File: src/rtl/alu_seq_if.sv
// Request/response channel of the sequential ALU: valid/ready request with operands,
// valid/ready response with registered result and flags.
interface alu_seq_if #(parameter int N = 5);
  logic         in_valid;
  logic         in_ready;
  logic [N-1:0] a;
  logic [N-1:0] b;
  logic [2:0]   op;
  logic         out_valid;
  logic         out_ready;
  logic [N-1:0] result;
  logic         sign;
  logic         overflow;
  logic         status;

  modport master (
    output in_valid, a, b, op, out_ready,
    input  in_ready, out_valid, result, sign, overflow, status
  );

  modport slave (
    input  in_valid, a, b, op, out_ready,
    output in_ready, out_valid, result, sign, overflow, status
  );
endinterface

File: src/rtl/alu_seq_unit.sv
// Handshaked ALU responder, one request in flight. Most ops finish in one cycle;
// SQUARE (shift-add) and ASR (one shift per cycle) iterate in EXEC.
module alu_seq_unit #(
  parameter int N = 5
) (
  input logic      clk,
  input logic      rst_n,
  alu_seq_if.slave bus
);
  localparam int CW = $clog2(N + 1);
  localparam logic [CW-1:0]  CNT_N  = N[CW-1:0];
  localparam logic [CW-1:0]  CNT_1  = {{(CW-1){1'b0}}, 1'b1};
  localparam logic [N-1:0]   SH_MAX = N[N-1:0] - 1'b1;
  localparam logic [2*N-1:0] SQ_MAX = {{(N+1){1'b0}}, {(N-1){1'b1}}};

  typedef enum logic [1:0] {IDLE, EXEC, DONE} state_t;

  state_t         state, state_next;
  logic [CW-1:0]  cnt;
  logic [2:0]     op_r;
  logic [2*N-1:0] acc, mcand;
  logic [N:0]     mplier;
  logic [N-1:0]   shreg;

  logic           accept, last, iterative;
  logic [N-1:0]   sum, diff, neg, avg, shamt, sc_res, asr_next;
  logic [N:0]     a_ext, abs_a;
  logic [2*N-1:0] sq_next;
  logic           le, sc_ovf, sc_status;

  assign accept    = bus.in_valid && (state == IDLE);
  assign last      = (cnt == CNT_1);
  assign shamt     = (bus.b >= SH_MAX) ? SH_MAX : bus.b;
  assign iterative = (bus.op == 3'b101) || ((bus.op == 3'b111) && (shamt != '0));
  assign sq_next   = acc + (mplier[0] ? mcand : '0);
  assign asr_next  = $signed(shreg) >>> 1;

  always_comb begin
    sc_res    = bus.a;
    sc_ovf    = 1'b0;
    sc_status = 1'b0;
    sum       = bus.a + bus.b;
    diff      = bus.a - bus.b;
    neg       = -bus.a;
    le        = ($signed(bus.a) <= $signed(bus.b));
    // floor((a+b)/2) without the carry bit: halves summed plus the dropped LSB pair
    avg       = {bus.a[N-1], bus.a[N-1:1]} + {bus.b[N-1], bus.b[N-1:1]}
              + {{(N-1){1'b0}}, bus.a[0] & bus.b[0]};
    a_ext     = {bus.a[N-1], bus.a};
    abs_a     = bus.a[N-1] ? -a_ext : a_ext;
    case (bus.op)
      3'b000: begin
        sc_res = sum;
        sc_ovf = (bus.a[N-1] == bus.b[N-1]) && (sum[N-1] != bus.a[N-1]);
      end
      3'b001: begin
        sc_res = diff;
        sc_ovf = (bus.a[N-1] != bus.b[N-1]) && (diff[N-1] != bus.a[N-1]);
      end
      3'b010: sc_res = ($signed(bus.a) >= $signed(bus.b)) ? bus.a : bus.b;
      3'b011: begin
        sc_res    = {{(N-1){1'b0}}, le};
        sc_status = le;
      end
      3'b100: sc_res = avg;
      3'b110: begin
        sc_res = bus.a[N-1] ? neg : bus.a;
        sc_ovf = (bus.a == {1'b1, {(N-1){1'b0}}});
      end
      default: sc_res = bus.a;
    endcase
  end

  always_comb begin
    state_next    = state;
    bus.in_ready  = rst_n && (state == IDLE);
    bus.out_valid = (state == DONE);
    case (state)
      IDLE: if (accept) state_next = iterative ? EXEC : DONE;
      EXEC: if (last) state_next = DONE;
      DONE: if (bus.out_ready) state_next = IDLE;
      default: state_next = IDLE;
    endcase
  end

  always_ff @(posedge clk or negedge rst_n) begin
    if (!rst_n) state <= IDLE;
    else        state <= state_next;
  end

  always_ff @(posedge clk or negedge rst_n) begin
    if (!rst_n) begin
      cnt          <= '0;
      op_r         <= '0;
      acc          <= '0;
      mcand        <= '0;
      mplier       <= '0;
      shreg        <= '0;
      bus.result   <= '0;
      bus.sign     <= 1'b0;
      bus.overflow <= 1'b0;
      bus.status   <= 1'b0;
    end else begin
      case (state)
        IDLE: if (accept) begin
          op_r <= bus.op;
          if (bus.op == 3'b101) begin
            // |a| of the most negative operand is 2^(N-1), so N multiplier bits suffice
            acc    <= '0;
            mcand  <= {{(N-1){1'b0}}, abs_a};
            mplier <= abs_a;
            cnt    <= CNT_N;
          end else if (iterative) begin
            shreg <= bus.a;
            cnt   <= shamt[CW-1:0];
          end else begin
            bus.result   <= sc_res;
            bus.sign     <= (bus.op == 3'b011) ? 1'b0 : sc_res[N-1];
            bus.overflow <= sc_ovf;
            bus.status   <= sc_status;
          end
        end
        EXEC: begin
          cnt <= cnt - 1'b1;
          if (op_r == 3'b101) begin
            acc    <= sq_next;
            mcand  <= mcand << 1;
            mplier <= mplier >> 1;
            if (last) begin
              bus.result   <= sq_next[N-1:0];
              bus.sign     <= sq_next[N-1];
              bus.overflow <= (sq_next > SQ_MAX);
              bus.status   <= 1'b0;
            end
          end else begin
            shreg <= asr_next;
            if (last) begin
              bus.result   <= asr_next;
              bus.sign     <= asr_next[N-1];
              bus.overflow <= 1'b0;
              bus.status   <= 1'b0;
            end
          end
        end
        default: ;
      endcase
    end
  end
endmodule

File: src/flat_wrapper.sv
// flat-port wrapper written by rule: the top's interface ports become plain ports
module alu_seq_unit_flat 
#(
  parameter int N = 5
)
  (clk, rst_n, bus_in_valid, bus_a, bus_b, bus_op, bus_out_ready, bus_in_ready, bus_out_valid, bus_result, bus_sign, bus_overflow, bus_status);
  alu_seq_if #(.N(N)) bus_i ();
  input logic clk;
  input logic rst_n;
  input wire logic [$bits(bus_i.in_valid)-1:0] bus_in_valid;
  input wire logic [$bits(bus_i.a)-1:0] bus_a;
  input wire logic [$bits(bus_i.b)-1:0] bus_b;
  input wire logic [$bits(bus_i.op)-1:0] bus_op;
  input wire logic [$bits(bus_i.out_ready)-1:0] bus_out_ready;
  output wire logic [$bits(bus_i.in_ready)-1:0] bus_in_ready;
  output wire logic [$bits(bus_i.out_valid)-1:0] bus_out_valid;
  output wire logic [$bits(bus_i.result)-1:0] bus_result;
  output wire logic [$bits(bus_i.sign)-1:0] bus_sign;
  output wire logic [$bits(bus_i.overflow)-1:0] bus_overflow;
  output wire logic [$bits(bus_i.status)-1:0] bus_status;
  assign bus_i.in_valid = bus_in_valid;
  assign bus_i.a = bus_a;
  assign bus_i.b = bus_b;
  assign bus_i.op = bus_op;
  assign bus_i.out_ready = bus_out_ready;
  assign bus_in_ready = bus_i.in_ready;
  assign bus_out_valid = bus_i.out_valid;
  assign bus_result = bus_i.result;
  assign bus_sign = bus_i.sign;
  assign bus_overflow = bus_i.overflow;
  assign bus_status = bus_i.status;
  alu_seq_unit #(.N(N)) u_core (.clk(clk), .rst_n(rst_n), .bus(bus_i));
endmodule
File: config.mk
export PLATFORM = sky130hd
export DESIGN_NAME = alu_seq_unit_flat
export DESIGN_NICKNAME = d
export VERILOG_FILES = /design/src/rtl/alu_seq_if.sv /design/src/rtl/alu_seq_unit.sv /design/src/flat_wrapper.sv
export SDC_FILE = /design/constraint.sdc
export NUM_CORES = 1
export LEC_CHECK = 0
export CAP_MARGIN = 40
export CELL_PAD_IN_SITES_DETAIL_PLACEMENT = 1
export CELL_PAD_IN_SITES_GLOBAL_PLACEMENT = 1
export CORE_MARGIN = 2
export CORE_UTILIZATION = 52
export CTS_CLUSTER_DIAMETER = 150
export DETAILED_ROUTE_END_ITERATION = 10
export DONT_BUFFER_PORTS = 1
export PLACE_DENSITY = 0.93
export SYNTH_ARGS = -nofsm -noshare
export SYNTH_HDL_FRONTEND = slang
export SYNTH_SLANG_ARGS = --single-unit
File: constraint.sdc
create_clock -name clk -period 7.8 [get_ports clk]
set_input_delay 0.39 -clock clk [delete_from_list [all_inputs] [get_ports clk]]
set_output_delay 0.39 -clock clk [all_outputs]
set_load 0.02 [all_outputs]
* After elaboration in Yosys (flattened, before gate mapping) *
Index checks and enable logic that the tools add are counted.

storage, ports and cells
  flip-flop bits (word level) = 47
  input bits = 17
  word-level logic and storage cells = 130

operators by class
  add/sub/neg operators = 8
  $lt $le $gt $ge = 4
  eq/ne operators = 26
  mux-type cells = 60
  bitwise operators = 3
  reduce and logical (&&, ||, !) cells = 17

operator list
  operator                                               number
  2-to-1 mux 10 bit                                      7
  2-to-1 mux 5 bit                                       12
  case mux 10 bit (2 select lines)                       2
  case mux 5 bit (6 select lines)                        1
  2-to-1 mux 6 bit                                       4
  case mux 5 bit (2 select lines)                        2
  2-to-1 mux 1 bit                                       17
  == test 3 bit, second input constant                   5
  AND reduction 5 bit                                    3
  case mux 6 bit (2 select lines)                        1
  adder 10 bit                                           1
  > comparator 10 x 4 -> 1 bit, second input constant    1
  inequality test 2 bit, second input constant           5
  2-to-1 mux 3 bit                                       3
  2-to-1 mux 2 bit                                       4
  inequality test 2 x 1 -> 1 bit, second input constant  4
  == test 3 x 1 -> 1 bit, second input constant          2
  == test 3 x 2 -> 1 bit, second input constant          2
  negator 6 bit                                          1
  case mux 1 bit (2 select lines)                        3
  case mux 2 bit (3 select lines)                        1
  case mux 3 bit (2 select lines)                        1
  AND reduction 3 bit                                    2
  adder 4 x 4 -> 5 bit                                   1
  26 further kinds                                       33

* Logic depth before layout (Yosys ltp) *
  word-level depth = 9
  depth in mapped cells = 11
  depth with buffers taken out = 11

* Worst setup path after synthesis *
OpenSTA, ideal clock, no wires.

  kind = flip-flop to flip-flop
  from = register u_core.mplier[0]
  to = register u_core.bus.overflow
  setup time = 0.126 ns
  data arrival time = 2.383 ns
  required time = 7.674 ns
  slack = 5.291 ns
  cell stages (with the launch flop) = 11
  period minus slack after synthesis = 2.509 ns
  path through = dfrtp_1 -> clkbuf_1 -> and2_1 -> ha_1 -> a211oi_2 -> nor2_1 -> or3_4 -> a31oi_4 -> mux2i_1 -> a311oi_1 -> a221o_1

between the ends
  cells in the longest elaborated chain, start to end = 6

ends and longest elaborated chain
  element                          RTL line             text
  start: declaration               alu_seq_unit.sv:22   logic [N:0] mplier;
  start signal: assignment         alu_seq_unit.sv:111  mplier <= abs_a;
  start signal: assignment         alu_seq_unit.sv:128  mplier <= mplier >> 1;
  2-to-1 mux 10 bit                alu_seq_unit.sv:35   assign sq_next = acc + (mplier[0] ? mcand : '0);
  adder 10 bit                     alu_seq_unit.sv:35
  > comparator 10 x 4 -> 1 bit     alu_seq_unit.sv:132  bus.overflow <= (sq_next > SQ_MAX);
  2-to-1 mux 1 bit                 alu_seq_unit.sv:129  if (last) begin
  2-to-1 mux 1 bit                 alu_seq_unit.sv:125  if (op_r == 3'b101) begin
  case mux 1 bit (2 select lines)  alu_seq_unit.sv:104  case (state)
  end signal: assignment           alu_seq_unit.sv:119  bus.overflow <= sc_ovf;
  end signal: assignment           alu_seq_unit.sv:132
  end: declaration                 alu_seq_if.sv:23     output in_ready, out_valid, result, sign, overflow, status

Every way passes these cells. The select of a mux whose other input is x is not followed.
A chain may end at the register's enable or synchronous reset.

* Worst setup path in the final report *
Same ends and word-level chain as after synthesis.

==> impl_metrics.toml <==
[place]
dp.cells = 475
io_buffers = 0
hpwlAfterDp_mm = 7.24
gp_congestion = 1.03
dpl_cell_area_um2 = 3480
place_ws_ps = 5150

[critical_path]
crit_required_ps = 7990
reg2regPathDepth = 9
regToRegStartpoint = "u_core.mplier[0]"
regToRegSetupSlack_ps = 5100
startpoint_type = "register"
crit_path_top_delay_cell = "dfrtp_1"
timing.rr.end = "u_core.bus.overflow"
arrival_ps = 2890
end_kind = "register"
critPathBufInv = 0
crit_type = "register to register"
cpPeakStageDelay_ps = 480
worstPathCellList = "and2_1 -> ha_1 -> a211oi_2 -> nor2_1 -> or3_4 -> a31oi_4 -> mux2i_1 -> a311oi_1 -> a221o_1"
cp_top_family = "compound AO/OA/AOI/OAI gates"
path_max_fanout = 11

[sta]
fin_setup_tns_ps = 0
fmax_mhz = 371
setup_viol = 0
tightest_slew_ps = 781
period_needed_ps = 2700
maxSlewHeadroom = 0.466
fin_ws_ps = 5100
hold_viol_final = 0
slew_viol_final = 0
period_share = 0.346
finClkSkew_ps = 9.09
rsz0062_at_grt = "false"
whs_ps = 173

[pwr]
p_int_mw = 0.569
p_per_area_nw_per_um2 = 274
p_leak_nw = 1.65
comb_power_share = 0.401
p_seq_frac = 0.417
p_clk_frac = 0.182
p_total_mw = 0.995
p_sw_frac = 0.429
ir_drop_v = 0.000161
power_switching_mw = 0.427

[synthesis]
synth_ff_type = "dfrtp_1"
synth_area_leaders = "dfrtp_1, ha_1, o21ai_0"
netlist_instances = 418
ys_warn_count = 0
synthDistinctLibCells = 54
yosysTopAreaCellShare = 0.333
synthArstFlopShare = 1.00
synth-edff-count = 0
syn_area_um2 = 3460
seq_area_frac_synth = 0.333
syn_area_per_cell_um2 = 8.28
ys_seq_elements = 46
synth_largest_area_cell = "dfrtp_1"
syn_nets = 461

[cells_and_area]
seq_area_um2 = 1150
syn2layout_area_growth_pct = 4.85
drive_gt1_frac = 0.0417
nets = 450
final_util = 0.568
antenna_cells = 0
instances_no_fill = 485
multi_input_area_um2 = 2150
fillers = 774
design_area_um2 = 3630

[floorplan]
die_area_um2 = 7320
start_util = 0.542
placementRows = 29
coreArea_um2 = 6390
ios = 27
die_w_um = 85.6
die_h_um = 85.6

[detailed_routing]
vias = 3097
postRouteWirelength_mm = 9.90
viasPerCell = 6.39
postRouteAntennaNets = 0
drtIter0Drc = 211
wl_per_cell_um = 20.4
dr.pass1.iters = 5
post-route-drc-count = 0

[clocking]
cts_inserted_buffers = 5
clock-sinks = 46
cts.clk_slew.worst_paths_ps = 90
clockRootBuffer = "clkbuf_8"
clock_latency_ps = 310
htree_levels = 2
tritoncts = "done"
cts_max_path_buffers = 2

[grt]
antenna_found_initial = 0
grt_pass1_vias = 3246
globalRouteOverflowTotal = 0
grt_max_degree = 47
grtUsageTotal = 0.287
grt_pass1_wl_mm = 16.5

[outcome]
status = "complete, no violations"

[worst_hold_path]
hold_path_end = "u_core.state[1]"
hold_path_depth = 1
hold_path_class = "input port to register"
hold_start = "bus_out_ready"

[flow_run]
cap_viol_max_count = 0
==> cells in the final DEF, fill, tap and decap left out, types with 4 or more instances in the layout <==
master,instances
nor2b_1,4
o21ai_0,46
fa_1,4
a21oi_1,28
nand2b_1,14
xnor2_1,11
inv_1,17
mux2i_1,9
a211oi_1,9
nand3_1,5
nor2_1,33
a22o_1,10
dfrtp_1,46
nor3_1,7
xor2_1,6
clkbuf_8,5
ha_1,22
nand2_1,60
and2_1,12
a21o_1,6
==> Yosys cell counts (all sizes together), types with 2 or more instances <==
| master | number |
|---|---|
| nor2b | 4 |
| o21ai | 47 |
| buf | 7 |
| a21o | 6 |
| o22ai | 3 |
| a2111oi | 3 |
| and3 | 2 |
| a22o | 10 |
| ha | 22 |
| nand3 | 5 |
| nand2b | 14 |
| a21oi | 28 |
| fa | 4 |
| a211o | 2 |
| dfrtp | 46 |
| or3 | 2 |
| o31ai | 3 |
| xnor2 | 11 |
| mux2 | 2 |
| xor2 | 6 |
| nor2 | 33 |
| clkbuf | 15 |
| mux2i | 9 |
| a211oi | 10 |
| nor3 | 8 |
| inv | 17 |
| and2 | 12 |
| nand2 | 60 |
| a31oi | 4 |
| a221oi | 2 |
| or2 | 2 |
| o21bai | 3 |
==> worst register-to-register path: stages, from the launching register on <==
cell	delay, ps
dfrtp_1	480
and2_1	240
ha_1	320
a211oi_2	230
nor2_1	100
or3_4	380
a31oi_4	210
mux2i_1	210
a311oi_1	120
a221o_1	290
==> per-layer routing <==
metal	track usage	up-vias	wire, um
li1	-	1454	-
met1	0.374	1527	4320
met2	0.484	97	4800
met3	0.0635	19	584
met4	0.0808	0	200
met5	0	-	0
==> power by group through the flow <==
stage | clock [mW] | combinational (mW) | sequential (mW)
CTS | 0.182 | 0.398 | 0.414
global placement | 0 | 0.362 | 0.412
detailed placement | 0 | 0.383 | 0.419
global route | 0.189 | 0.449 | 0.427
finish | 0.181 | 0.399 | 0.415
floorplan | 0 | 0.310 | 0.388
==> final cells by class <==
| class | count | area share |
|---|---|---|
| repair buffers | 4 | 0.0145 |
| inverters | 17 | 0.0176 |
| clock inverters | 2 | 0.0103 |
| well taps | 77 | 0.0266 |
| flip-flops and latches | 46 | 0.317 |
| clock buffers | 6 | 0.0200 |
| multi-input cells | 333 | 0.594 |
==> flip-flops by register name, summed over array words and instances, names as in the netlist <==
register	flops
u_core.acc	10
u_core.mcand	10
u_core.mplier	6
u_core.bus.result	5
u_core.shreg	4
u_core.cnt	3
u_core.op_r	3
u_core.state	2
u_core.bus.overflow	1
u_core.bus.sign	1
u_core.bus.status	1
==> kinds of logic (layout without fill, tap and decap cells) <==
| group | Yosys count | count (layout) | share of synthesized area |
|---|---|---|---|
| flip-flops | 46 | 46 | 0.333 |
| multiplexers | 11 | 11 | 0.0326 |
| AND/OR/NAND/NOR | 148 | 148 | 0.200 |
| AO/OA/AOI/OAI | 131 | 131 | 0.244 |
| XOR/XNOR | 17 | 17 | 0.0430 |
| adder cells (fa/ha/maj) | 26 | 26 | 0.103 |
| buffers and inverters | 39 | 29 | 0.0448 |
==> worst max-delay path by stage <==
stage                                 from                    to  slack (ps)  depth (start not counted)
after floorplan           u_core.mplier[0]   u_core.bus.overflow        5290                         10
after global placement            bus_b[0]  u_core.bus.result[4]        5140                         11
after detailed placement  u_core.mplier[0]   u_core.bus.overflow        5150                          9
after CTS                 u_core.mplier[0]   u_core.bus.overflow        5110                          9
after global routing      u_core.mplier[0]   u_core.bus.overflow        4850                          9
final                     u_core.mplier[0]   u_core.bus.overflow        5100                          9
==> timing repair <==
item                                    CTS  global route
hold buffers                              2             0
endpoints found under the setup margin    0             0
hold endpoints to repair                 46             0
resized for setup                         0             0
buffers inserted                          0             0
(Power assumes the default switching activity.)
